$ cat src/rtl/rx_word_assembler.sv
// Packs consecutive UART bytes into NB_WORD words, first byte in the LSBs.
// Ports: clock/reset, s_tick, rx_done_tick/din in; word_ready/overflow_clr in;
//   word_valid/word_out/byte_cnt/timeout_pulse/overflow out.
module rx_word_assembler #(
  parameter  int NB_DATA       = 8,
  parameter  int NB_WORD       = 32,
  parameter  int TIMEOUT_TICKS = 4096,
  parameter  int NB_TO         = 16,
  localparam int N             = NB_WORD / NB_DATA,
  localparam int NB_CNT        = $clog2(N)
) (
  input  logic               clock,
  input  logic               reset,
  input  logic               s_tick,
  input  logic               rx_done_tick,
  input  logic [NB_DATA-1:0] din,
  input  logic               word_ready,
  input  logic               overflow_clr,
  output logic               word_valid,
  output logic [NB_WORD-1:0] word_out,
  output logic [NB_CNT-1:0]  byte_cnt,
  output logic               timeout_pulse,
  output logic               overflow
);

  typedef enum logic {
    IDLE,
    COLLECT
  } state_t;

  localparam logic [NB_TO-1:0] TO_LAST =
    NB_TO'((TIMEOUT_TICKS > 0) ? TIMEOUT_TICKS - 1 : 0);
  localparam logic [NB_CNT-1:0] CNT_LAST = NB_CNT'(N - 1);

  state_t             state, state_n;
  logic [NB_CNT-1:0]  cnt_n;
  logic [NB_TO-1:0]   to_cnt, to_n;
  logic [NB_WORD-1:0] asm_reg, word_nxt;
  logic               complete;
  logic               expire;
  logic               can_load;

  always_comb begin
    state_n  = state;
    cnt_n    = byte_cnt;
    to_n     = to_cnt;
    word_nxt = asm_reg;
    complete = 1'b0;
    expire   = 1'b0;
    unique case (state)
      IDLE: begin
        to_n = '0;
        if (rx_done_tick) begin
          word_nxt[NB_DATA-1:0] = din;
          cnt_n   = NB_CNT'(1);
          state_n = COLLECT;
        end
      end
      COLLECT: begin
        if (rx_done_tick) begin
          word_nxt[int'(byte_cnt)*NB_DATA +: NB_DATA] = din;
          to_n = '0;
          if (byte_cnt == CNT_LAST) begin
            complete = 1'b1;
            cnt_n    = '0;
            state_n  = IDLE;
          end else begin
            cnt_n = byte_cnt + NB_CNT'(1);
          end
        end else if (TIMEOUT_TICKS > 0 && s_tick) begin
          // Expire on the tick that would make the count reach the limit.
          if (to_cnt == TO_LAST) begin
            expire  = 1'b1;
            cnt_n   = '0;
            to_n    = '0;
            state_n = IDLE;
          end else begin
            to_n = to_cnt + NB_TO'(1);
          end
        end
      end
    endcase
  end

  always_ff @(posedge clock or posedge reset) begin
    if (reset) begin
      state    <= IDLE;
      byte_cnt <= '0;
      to_cnt   <= '0;
      asm_reg  <= '0;
    end else begin
      state    <= state_n;
      byte_cnt <= cnt_n;
      to_cnt   <= to_n;
      asm_reg  <= (complete || expire) ? '0 : word_nxt;
    end
  end

  // A draining buffer can take the new word on the same edge.
  assign can_load = !word_valid || word_ready;

  always_ff @(posedge clock or posedge reset) begin
    if (reset) begin
      word_valid    <= 1'b0;
      word_out      <= '0;
      timeout_pulse <= 1'b0;
      overflow      <= 1'b0;
    end else begin
      timeout_pulse <= expire;
      if (complete && can_load) begin
        word_out   <= word_nxt;
        word_valid <= 1'b1;
      end else if (word_valid && word_ready) begin
        word_valid <= 1'b0;
      end
      if (complete && !can_load) begin
        overflow <= 1'b1;
      end else if (overflow_clr) begin
        overflow <= 1'b0;
      end
    end
  end

endmodule

$ cat config.mk
export PLATFORM = sky130hd
export DESIGN_NAME = rx_word_assembler
export DESIGN_NICKNAME = d
export VERILOG_FILES = /design/src/rtl/rx_word_assembler.sv
export SDC_FILE = /design/constraint.sdc
export NUM_CORES = 1
export LEC_CHECK = 0
export CAP_MARGIN = 20
export CELL_PAD_IN_SITES_DETAIL_PLACEMENT = 0
export CELL_PAD_IN_SITES_GLOBAL_PLACEMENT = 1
export CORE_MARGIN = 2
export CORE_UTILIZATION = 37
export DETAILED_ROUTE_END_ITERATION = 10
export PLACE_DENSITY_LB_ADDON = 0.1
export SLEW_MARGIN = 0
export SYNTH_ARGS = -nofsm -noshare
export SYNTH_HDL_FRONTEND = slang
export SYNTH_SLANG_ARGS = --single-unit
$ cat constraint.sdc
create_clock -name clock -period 2.38 [get_ports clock]
set_input_delay 0.238 -clock clock [delete_from_list [all_inputs] [get_ports clock]]
set_output_delay 0.238 -clock clock [all_outputs]
set_load 0.02 [all_outputs]
==> key figures, run 1 <==
Logic synthesis
  • Synthesized instance count: 304
  • Avg Inst Size Synth: 10.8 µm²
  • Register bit total from synthesis: between 70 and 80
  • EDFF count, synth: 0
  • Prevailing post-synth register cell: dfrtp_1
  • Synthesized area: about 0.0033 mm²
  • Async SR Flop Fraction: 1.00
  • Syn_nets: 324
  • Synth warn: 0
  • Sequential share of the synthesized area: 0.592
  • Yosys cell types: 38

Power and ir drop
  • Maximum vdd ir drop: 0.000512 V
  • Pwr Density: 1000 mW/mm²
  • LEAKAGE: 1.82 nW

Worst setup path
  • Critical Path Max Stage Delay: ~550 ps
  • Crit path cell chain: or4_4 -> or4_4 -> o21ai_4 -> buf_12 -> nor2_1
  • Worst R2R Setup Slack: 320 ps
  • Req. time, crit path: around 2600 ps
  • Buf/Inv on CP: 1
  • CP Capture Type: flop
  • Worst path top cell family by delay: simple AND/OR/NAND/NOR gates
  • Startpoint class of the critical path: flop
  • CP arrival: 2270 ps
  • Crit-path slowest cell: or4_4
  • Crit Path Max Fanout: 24
  • Most used cell, CP: or4_4
  • WS Path Type: flop to flop

STA
  • Worst Skew: 7.83 ps
  • Max frequency: 486 MHz
  • Final Setup Violations: 0
  • Pins Over Slew Limit: 0
  • Hold_ws: ~210 ps
  • Fin. Hold Viols: 0
  • Rel. slew slack: 0.667
  • Worst-Margin Slew: approximately 500 ps
  • Period utilization: 0.865
  • Fin Setup TNS: 0 ps
  • Min Tclk post-route: 2060 ps
  • RSZ-0062 raised after global routing: false

Floorplanning
  • Die area: a little under 0.01 mm²
  • Floorplan row count: 34
  • Initial Utilization: 0.380
  • Die W: roughly 100 µm
  • # IOs: 51
  • Core area: between 0.008 and 0.009 mm²
  • Die Height: a little under 100 µm

Placement
  • Number of port buffers: 50
  • HPWL Detailed: between 5 and 6 mm
  • RD Place Congestion: roughly 0.8

GRT
  • Pin count of the biggest net entering global routing: 39
  • GRT Residual Overflow: 0
  • Initial antenna violation count: 0
  • Gr usage total: 0.159
  • Vias in the first global route: about 2300
  • Global-route wire length before repair: 12.2 mm

Detailed routing
  • Avg WL per Cell: approximately 15 µm
  • Vias: about 2400
  • Remaining DRCs: 0
  • Drt first pass iters: 4
  • Vias/cell: around 5
  • DR iter-0 viols: 86
  • Final wirelength: roughly 7.2 mm
  • Post-DRT Antenna Nets: 0

Layout
  • Nets: 388
  • Diode count: 0
  • Most common cell after layout, fill and taps aside: dfrtp_1
  • Share of layout cells above drive strength 1: 0.113
  • P&R area growth vs syn: 27.9%
  • Most frequent cells in the layout: dfrtp_1 (78), nor2_1 (53), clkdlybuf4s50_1 (50)
  • Max FFs per register: 32
  • Final core occ: 0.486
  • Filler cells: 844

Clock network
  • H-tree depth: 3
  • CTS tree: done
  • Total setup buffers inserted after CTS: 0
  • CTS resizes: 0
  • Clk root buf: clkbuf_8
  • Sink Count: just under 80
  • TritonCTS buffer count: 9
  • Hold Buf Count CTS: 0
  • Clock buffer depth: 2
  • CTS clock-pin slew for the worst setup and hold paths: 80 ps
  • Clock Latency Late Sink: 340 ps

Flow run
  • Max-Cap Viols: 0

Outcome
  • Status: finished clean

Worst hold path
  • Hold crit path type: input pin to asynchronous set/reset pin
==> cell type report <==
type	instances	area (µm²)	area share
clock buffers	9	124	0.0294
clock inverters	6	86.3	0.0205
repair buffers	67	653	0.155
multi-input cells	206	1240	0.295
flip-flops and latches	78	1950	0.463
well taps	108	135	0.0320
inverters	6	22.5	0.00534
==> synth_stat cells, types with 2 or more instances <==
cell,count,area [µm²]
dfrtp_1,78,1950
nor2_1,53,199
a22oi_1,24,180
a21oi_1,22,110
nand2_1,18,67.6
o21ai_0,13,65.1
a22o_1,8,70.1
clkbuf_1,8,30.0
nand2b_1,7,43.8
nand3_1,7,35.0
ha_1,6,75.1
inv_1,6,22.5
nand4_1,6,37.5
xnor2_1,6,52.6
or4_1,4,30.0
xor2_1,4,35.0
buf_6,3,33.8
nor3_1,3,15.0
nor3b_1,3,22.5
buf_2,2,10.0
nand3b_1,2,15.0
nor4_1,2,12.5
nor4b_2,2,30.0
or3_1,2,12.5
or4_4,2,22.5
==> cell families after synthesis <==
logic type                 share of synthesized area
and+or+nand+nor                                0.180
DFF                                            0.592
AOI/OAI and AO/OA                              0.147
buffers and inverters                         0.0315
xor gates and xnor gates                      0.0266
adders and majority gates                     0.0228
==> through the flow <==
| stage | worst slack [ps] | total power [mW] | instance area, µm² | instances |
|---|---|---|---|---|
| after global routing | 266 | 4.50 | 4220 | 480 |
| after detailed placement | 260 | 3.22 | 4010 | 465 |
| after global placement | 320 | 3.21 | 4010 | 465 |
| after CTS | 322 | 4.30 | 4220 | 480 |
| final | 322 | 4.24 | 4220 | 480 |
| after floorplan | 147 | 2.60 | 3300 | 304 |
==> power by group <==
group / total (mW) / switching, mW / internal, mW
clock network: 1.06 / 0.477 / 0.585
logic: 1.40 / 0.768 / 0.629
registers: 1.78 / 0.144 / 1.64
==> layer usage <==
metal	GRT usage	part of all wire	vias to the layer above
li1	-	-	1210
met2	0.214	0.41	60
met1	0.254	0.54	1154
met4	0.0569	0.014	0
met5	0	0	-
met3	0.0298	0.043	11
==> worst paths after layout <==
| kind | to | depth (start not counted) | startpoint |
|---|---|---|---|
| worst max-delay path | asm_reg[16] | 5 | to_cnt[12] |
| worst min-delay path | asm_reg[18] | 2 | reset |
| worst max register to register | asm_reg[16] | 5 | to_cnt[12] |
| worst min register to register | word_out[17] | 2 | word_out[17] |
| max in group asynchronous | word_out[23] | 3 | reset |
| min in group clock | word_out[17] | 2 | word_out[17] |
Note: power is estimated with default switching activity, not from simulation.
==> run 2, diff against run 1 <==
--- a/config.mk
+++ b/config.mk
@@ -12,6 +12,7 @@
 export CORE_UTILIZATION = 37
 export DETAILED_ROUTE_END_ITERATION = 10
 export PLACE_DENSITY_LB_ADDON = 0.1
+export SKIP_LAST_GASP = 1
 export SLEW_MARGIN = 0
 export SYNTH_ARGS = -nofsm -noshare
 export SYNTH_HDL_FRONTEND = slang
==> results of run 2 <==
No change in the layout: final DEF, timing and power equal those of run 1.
==> run 3, diff against run 2 <==
--- a/config.mk
+++ b/config.mk
@@ -11,6 +11,7 @@
 export CORE_MARGIN = 2
 export CORE_UTILIZATION = 37
 export DETAILED_ROUTE_END_ITERATION = 10
+export HOLD_SLACK_MARGIN = 0.15
 export PLACE_DENSITY_LB_ADDON = 0.1
 export SKIP_LAST_GASP = 1
 export SLEW_MARGIN = 0
==> results of run 3 <==
No change in the layout: final DEF, timing and power equal those of run 1.
